**src/rtl/mnist_pkg.sv**
```systemverilog
// Shared types and constants for the MNIST inference datapath and its sequencer.
package mnist_pkg;

   typedef enum logic [2:0] {
      IDLE     = 3'd0,
      L1_START = 3'd1,
      L1_WAIT  = 3'd2,
      L2_START = 3'd3,
      L2_WAIT  = 3'd4,
      RESP     = 3'd5
   } state_t;

   localparam logic [3:0] CLASS_ERR = 4'hF;

   localparam int L1_IN_DIM  = 784;
   localparam int L1_OUT_DIM = 32;
   localparam int L2_OUT_DIM = 10;
   localparam int ACC_WIDTH  = 32;

endpackage

```
**src/rtl/mnist_watchdog.sv**
```systemverilog
// Clearable up-counter shared by both layer wait states; flags the first wait
// cycle and the cycle on which the selected limit is reached.
module mnist_watchdog #(
   parameter int CNT_W = 16
) (
   input  logic             clk,
   input  logic             reset,
   input  logic             clear,
   input  logic             enable,
   input  logic [CNT_W-1:0] limit,
   output logic             first,
   output logic             timeout
);

   logic [CNT_W-1:0] count;

   always_ff @(posedge clk) begin
      if (reset || clear)
         count <= '0;
      else if (enable && (count != '1))
         count <= count + 1'b1;
   end

   // count holds the number of wait cycles already completed, so the
   // limit-th wait cycle is the one where count == limit-1.
   always_comb begin
      first   = (count == '0);
      timeout = (count >= (limit - 1'b1));
   end

endmodule

```
**src/rtl/mnist_inference_sequencer.sv**
```systemverilog
// Sequences one inference through layer 1 then layer 2 with per-layer
// watchdogs and returns class, error status and latency over valid/ready.
module mnist_inference_sequencer
   import mnist_pkg::*;
#(
   parameter int CNT_W      = 16,
   parameter int L1_TIMEOUT = 4000,
   parameter int L2_TIMEOUT = 400,
   parameter int CLASS_W    = 4
) (
   input  logic               clk,
   input  logic               reset,
   input  logic               req_valid,
   output logic               req_ready,
   output logic               l1_start,
   input  logic               l1_done,
   output logic               l2_start,
   input  logic               l2_done,
   input  logic [CLASS_W-1:0] l2_class,
   output logic               resp_valid,
   input  logic               resp_ready,
   output logic [CLASS_W-1:0] resp_class,
   output logic               resp_error,
   output logic               resp_err_layer,
   output logic [CNT_W-1:0]   resp_cycles,
   output logic               busy
);

   state_t           state;
   logic [CNT_W-1:0] lat;
   logic [CNT_W-1:0] lat_inc;
   logic             wd_clear;
   logic             wd_enable;
   logic [CNT_W-1:0] wd_limit;
   logic             wd_first;
   logic             wd_timeout;

   always_comb begin
      lat_inc   = (lat == '1) ? lat : lat + 1'b1;
      wd_clear  = (state == L1_START) || (state == L2_START);
      wd_enable = (state == L1_WAIT) || (state == L2_WAIT);
      wd_limit  = (state == L2_WAIT) ? CNT_W'(L2_TIMEOUT) : CNT_W'(L1_TIMEOUT);
   end

   mnist_watchdog #(.CNT_W(CNT_W)) u_watchdog (
      .clk     (clk),
      .reset   (reset),
      .clear   (wd_clear),
      .enable  (wd_enable),
      .limit   (wd_limit),
      .first   (wd_first),
      .timeout (wd_timeout)
   );

   always_ff @(posedge clk) begin
      if (reset) begin
         state          <= IDLE;
         req_ready      <= 1'b1;
         l1_start       <= 1'b0;
         l2_start       <= 1'b0;
         resp_valid     <= 1'b0;
         resp_class     <= '0;
         resp_error     <= 1'b0;
         resp_err_layer <= 1'b0;
         resp_cycles    <= '0;
         busy           <= 1'b0;
         lat            <= '0;
      end else begin
         l1_start <= 1'b0;
         l2_start <= 1'b0;
         case (state)
            IDLE: begin
               if (req_valid && req_ready) begin
                  state     <= L1_START;
                  lat       <= CNT_W'(1);
                  busy      <= 1'b1;
                  req_ready <= 1'b0;
                  l1_start  <= 1'b1;
               end
            end
            L1_START: begin
               lat   <= lat_inc;
               state <= L1_WAIT;
            end
            // done is ignored on the first wait cycle and beats a same-cycle timeout
            L1_WAIT: begin
               lat <= lat_inc;
               if (l1_done && !wd_first) begin
                  state    <= L2_START;
                  l2_start <= 1'b1;
               end else if (wd_timeout) begin
                  state          <= RESP;
                  resp_valid     <= 1'b1;
                  resp_error     <= 1'b1;
                  resp_err_layer <= 1'b0;
                  resp_class     <= CLASS_W'(CLASS_ERR);
                  resp_cycles    <= lat_inc;
               end
            end
            L2_START: begin
               lat   <= lat_inc;
               state <= L2_WAIT;
            end
            L2_WAIT: begin
               lat <= lat_inc;
               if (l2_done && !wd_first) begin
                  state          <= RESP;
                  resp_valid     <= 1'b1;
                  resp_error     <= 1'b0;
                  resp_err_layer <= 1'b0;
                  resp_class     <= l2_class;
                  resp_cycles    <= lat_inc;
               end else if (wd_timeout) begin
                  state          <= RESP;
                  resp_valid     <= 1'b1;
                  resp_error     <= 1'b1;
                  resp_err_layer <= 1'b1;
                  resp_class     <= CLASS_W'(CLASS_ERR);
                  resp_cycles    <= lat_inc;
               end
            end
            RESP: begin
               if (resp_ready) begin
                  state      <= IDLE;
                  resp_valid <= 1'b0;
                  req_ready  <= 1'b1;
                  busy       <= 1'b0;
               end
            end
            default: begin
               state     <= IDLE;
               req_ready <= 1'b1;
               busy      <= 1'b0;
            end
         endcase
      end
   end

endmodule

```
**config.mk**
```make
export PLATFORM = sky130hd
export DESIGN_NAME = mnist_inference_sequencer
export DESIGN_NICKNAME = d
export VERILOG_FILES = /design/src/rtl/mnist_pkg.sv /design/src/rtl/mnist_watchdog.sv /design/src/rtl/mnist_inference_sequencer.sv
export SDC_FILE = /design/constraint.sdc
export NUM_CORES = 1
export LEC_CHECK = 0
export CORE_MARGIN = 3
export CORE_UTILIZATION = 50
export CTS_CLUSTER_DIAMETER = 60
export DETAILED_ROUTE_END_ITERATION = 8
export PLACE_DENSITY = 0.7
export SETUP_SLACK_MARGIN = 0.3
export SLEW_MARGIN = 25
export SYNTH_ARGS = -nofsm -noshare
export SYNTH_HDL_FRONTEND = slang
export SYNTH_SLANG_ARGS = --single-unit
```
**constraint.sdc**
```tcl
create_clock -name clk -period 2.9 [get_ports clk]
set_input_delay 0.58 -clock clk [delete_from_list [all_inputs] [get_ports clk]]
set_output_delay 0.58 -clock clk [all_outputs]
set_load 0.01 [all_outputs]
```
== Yosys cells after proc, flatten, opt, wreduce, memory -nomap -nowiden ==
Cells that the tools add are included.

* Add/sub/neg operators: 3
* Order comparisons: 1
* Equal/unequal tests: 12
* Mux-type cells: 39
* Bitwise operators: 3
* Reduce and logical (&&, ||, !) cells: 22

{| class="wikitable"
|+ Operators by type and width
! operator !! count
|-
| two-way mux 16 bit || 5
|-
| case mux 16 bit (2 select lines) || 2
|-
| adder 16 x 1 -> 16 bit, second input constant || 2
|-
| case mux 3 bit (6 select lines) || 1
|-
| equality test 16 bit, second input constant || 1
|-
| greater-or-equal comparator 16 bit || 1
|-
| zero test 16 bit || 1
|-
| two-way mux 1 bit || 16
|-
| inequality test 16 bit, second input constant || 1
|-
| two-way mux 3 bit || 5
|-
| subtractor 12 x 1 -> 13 bit, second input constant || 1
|-
| two-way mux 12 bit || 1
|-
| two-way mux 4 bit || 3
|-
| case mux 1 bit (3 select lines) || 3
|-
| case mux 4 bit (2 select lines) || 1
|-
| equality test 3 x 2 -> 1 bit, second input constant || 2
|-
| equality test 3 bit, second input constant || 2
|-
| inequality test 2 bit, second input constant || 3
|-
| AND reduction 2 bit || 3
|-
| AND reduction 3 bit || 2
|-
| logical AND 1 bit || 4
|-
| case mux 1 bit (2 select lines) || 2
|-
| AND reduction 4 bit || 1
|-
| nonzero test 2 bit || 2
|-
| other kinds (10) || 15
|}

* Flip-flop bits (word level): 62
* Input port bits: 10
* Output and inout bits: 27
* Word-level logic and storage cells: 92

== Longest topological paths before layout ==
* Depth in word-level cells: 7
* Depth in mapped cells: 10
* Mapped depth without buffers: 8

== Modules after synthesis ==
A second synthesis with hierarchy kept.

* Cell total of the unflattened synthesis: 458
* Area, all modules: 3925.0 um2

{| class="wikitable"
|+ By module, submodules not included
! module !! instances !! cells an instance !! area an instance (um2) !! sequential area each (um2)
|-
| mnist_inference_sequencer || 1 || 277 || 2417.3 || 920.9
|-
| mnist_watchdog || 1 || 181 || 1507.7 || 320.3
|}

== Least setup slack after synthesis ==
Ideal clock, no wire load.

* Path type: reg2reg
* Start point: register u_watchdog.count[15]
* End point: register resp_cycles[11]
* Setup time: 0.133 ns
* Arrival: 2.259 ns
* Required time: 2.767 ns
* Slack: 0.508 ns
* Stages on the path, launching flop included: 9
* Buffers on the path: 2
* Period minus slack after synthesis: 2.392 ns
* Cell sequence: dfxtp_1 > or4_4 > or4_4 > a41oi_2 > a21bo_1 > buf_6 > buf_6 > a21oi_2 > nor3_2

* Longest elaborated chain between the ends: 5
* Elaborated cells between the ends (all ways): 11
* Those cells by class: order compare (1); eq/ne (1); mux (4); reduce/logical (5)

{| class="wikitable"
|+ Ends and longest elaborated chain
! item !! line !! source
|-
| start: declaration || mnist_watchdog.sv:15 || <nowiki>logic [CNT_W-1:0] count;</nowiki>
|-
| start signal: assignment || mnist_watchdog.sv:21 || <nowiki>count <= count + 1'b1;</nowiki>
|-
| parallel branches: the longest is 5 deep, another holds greater-or-equal comparator 16 bit || n/a ||
|-
| end signal: assignment || mnist_inference_sequencer.sv:97 || <nowiki>resp_cycles <= lat_inc;</nowiki>
|-
| end signal: assignment || mnist_inference_sequencer.sv:112 || <nowiki>resp_cycles <= lat_inc;</nowiki>
|-
| end signal: assignment || mnist_inference_sequencer.sv:119 || <nowiki>resp_cycles <= lat_inc;</nowiki>
|-
| end: declaration || mnist_inference_sequencer.sv:25 || <nowiki>output logic [CNT_W-1:0] resp_cycles,</nowiki>
|}

Parallel ways; which one is timed is not known. The select of a mux whose other input is x is not followed.
A chain may end at the register's enable or synchronous reset.

== Worst setup path after layout ==
* Start point: register u_watchdog.count[15]
* End point: register resp_err_layer

* Longest elaborated chain between the ends: 5
* Elaborated cells between the ends (all ways): 11
* Those cells by class: order compare (1); eq/ne (3); mux (2); reduce/logical (5)

{| class="wikitable"
|+ Ends and longest elaborated chain
! item !! line !! source
|-
| parallel branches: the longest is 5 deep, another holds greater-or-equal comparator 16 bit || n/a ||
|-
| end signal: assignment || mnist_inference_sequencer.sv:95 || <nowiki>resp_err_layer <= 1'b0;</nowiki>
|-
| end signal: assignment || mnist_inference_sequencer.sv:110 || <nowiki>resp_err_layer <= 1'b0;</nowiki>
|-
| end signal: assignment || mnist_inference_sequencer.sv:117 || <nowiki>resp_err_layer <= 1'b1;</nowiki>
|-
| end: declaration || mnist_inference_sequencer.sv:24 || <nowiki>output logic resp_err_layer,</nowiki>
|}

Parallel ways; which one is timed is not known.

==> metrics.txt <==
status=finished clean; top cells by area, synth=dfxtp_1, nor2_1, a21oi_1; CTS max path bufs=2; WL/cell=15.7 microns; commonest cells in the netlist=dfxtp_1, nor2_1, a21oi_1, nand2_1, nor3_1; via/cell ratio=approximately 5.9; Seq/Total Area, Yosys=37.8%; synthesized area=~3300 sq um; I/O Buffers=36; max cap viols=0; Pre-antenna DRT Iters=4; largest net degree at the start of global routing=42; Worst-Margin Slew=between 600 and 700 ps; DIE AREA=~7600 sq um; clk_lat worst skew=roughly 340 ps; placed cell area=3660 sq um; initial antenna violation count=0; CTS root buf=clkbuf_8; max_slew headroom=between 50 and 60%; min-delay worst type=reg -> reg; min cycle time layout=2530 ps; Die Span Y=around 87 microns; Crit Path Category=reg -> reg; cell with the most instances after synthesis=dfxtp_1; Starting Density=53.5%; predominant post-synthesis flop cell=dfxtp_1; worst reg2reg startpoint=u_watchdog.count[15]; CTS tree=yes; post-synth top area share=37.8%; synth-to-layout area growth=18.3%; Max Slew Vio Count=0; EDFF count, synth=0; period utilization=approximately 87%; cell area after layout=3880 sq um; Pleak=between 1 and 1.5 nW; Reg area=between 1000 and 1500 sq um; # diodes=0; Critical Path RT=3120 ps; Residual DRC=0; Die X=87.0 microns; #FFs+latches synth=62; clock-pin slew on the worst setup and hold paths=about 70 ps; RD Place Congestion=0.952; # fillers=545; clk_skew=4.22 ps; cell count after synthesis=402; initial DRC count=169; Setup TNS Final=0 ps; pre-CTS setup slack=281 ps; I/O pin cnt=37; Netlist cell types=56; average size of a mapped cell=8.16 sq um; # hold bufs at CTS=0; Crit. Startpoint=u_watchdog.count[15]; CP max FO=7; CP endpoint kind=flop; Ys Warns=0; final core occ=between 60% and 70%; CP startpoint kind=flop; layout cells sized above 1=around an eighth; fmax=roughly 400 MHz; Arr. time, crit path=~2800 ps; cts bufs inserted=9; Tot GR Track Use=21.8%; Multi-input gate area=1860 sq um; standard-cell rows=28; final setup vio count=0; worst hold slack=469 ps; H-tree depth=3; Async SR Flop Fraction=0%; vias in the first global route=2754; worst hold path startpoint=resp_cycles[6]; VDD IR max=397 uV; total grt overflow=0; Synth area leader=dfxtp_1; Final Hold Vio Count=0; syn nets=417; routed wire length=a little over 8000 microns; first-pass GRT wire length=13100 microns; power per standard cell area=539 nW/um^2; Final #Nets=449; RSZ-0062 raised after global routing=true; PnR worst setup slack=374 ps; Core Area=6130 sq um; DR vias=3042; ANT nets after route=0; HPWL after DPL=5540 microns; CTS sink count=62
worst paths after layout:
kind	end	slack, ps	cells past startpoint
max	resp_err_layer	370	7
min	resp_cycles[6]	470	2
max reg2reg	resp_err_layer	370	7
min reg2reg	resp_cycles[6]	470	2
critical path, stage by stage, from the launching register on:
cell and delay [ps]:
dfxtp_1 340, or4_4 550, or4_4 590, a41oi_2 180
a21boi_4 320, buf_8 170, mux2i_1 210, nor3_2 50
state kept, by name (all words and copies together) (netlist names):
register / count
lat: 16
resp_cycles: 16
u_watchdog.count: 16
resp_class: 4
state: 3
busy: 1
l1_start: 1
l2_start: 1
req_ready: 1
resp_err_layer: 1
resp_error: 1
resp_valid: 1
layer usage:
metal | track usage (%) | vias up | share of wire [%]
met1 | 28.4 | 1421 | 46
met2 | 36.2 | 95 | 47
met5 | 0 | - | 0
li1 | - | 1515 | -
met4 | 9.07 | 0 | 1.6
met3 | 2.93 | 11 | 5.1
logic make-up (layout without fill, tap and decap cells):
kind of cell | after synthesis | after routing | share of synthesized area, %
compound gates | 89 | 89 | 18.8
xor+xnor | 23 | 23 | 6.14
fa+ha+maj | 6 | 6 | 2.21
buf+inv | 36 | 73 | 5.61
flops | 62 | 62 | 37.8
mux | 6 | 6 | 1.87
simple gates | 180 | 180 | 27.5
per-stage QoR:
| step | total power [mW] | cells |
|---|---|---|
| floorplan | 1.29 | 402 |
| global placement | 1.41 | 497 |
| detailed placement | 1.42 | 497 |
| CTS | 2.11 | 513 |
| global route | 2.21 | 514 |
| finish | 2.09 | 514 |
what timing repair did:
action / CTS / global route
buffers inserted: 0 / 0
cloned: 0 / 1
gates resized for setup: 1 / 7
endpoints found under the setup margin: 2 / 13
pin swaps: 0 / 1
cells in the final DEF (no fill, tap or decap), drive strengths merged, types with 3 or more instances in the layout:
cell and count:
nand3 20, clkinv 3, or3 3, ha 5, dfxtp 62, clkinvlp 3
inv 11, and3 6, and4 3, nor4 6, a211oi 10, nand4 16
xnor2 7, a21oi 32, xor2 16, nand2b 4, o21ai 18, o211ai 3
mux2i 5, clkbuf 11, or4 3, buf 9, clkdlybuf4s50 36, nand2 30
nor3 25, nor2 56
where the power goes:
part / switching [mW] / leakage, nW / internal, mW
clock: 0.354 / 0.0841 / 0.328
sequential: 0.0274 / 0.502 / 0.887
combinational: 0.319 / 0.811 / 0.176
layout make-up:
| cell class | count | area share [%] |
|---|---|---|
| Tap cell | 75 | 2.42 |
| Inverter | 11 | 1.06 |
| Sequential cell | 62 | 32.1 |
| Clock buffer | 10 | 3.55 |
| Multi-Input combinational cell | 304 | 48.1 |
| Clock inverter | 6 | 0.968 |
| Timing Repair Buffer | 46 | 11.9 |
(Power assumes the default switching activity.)
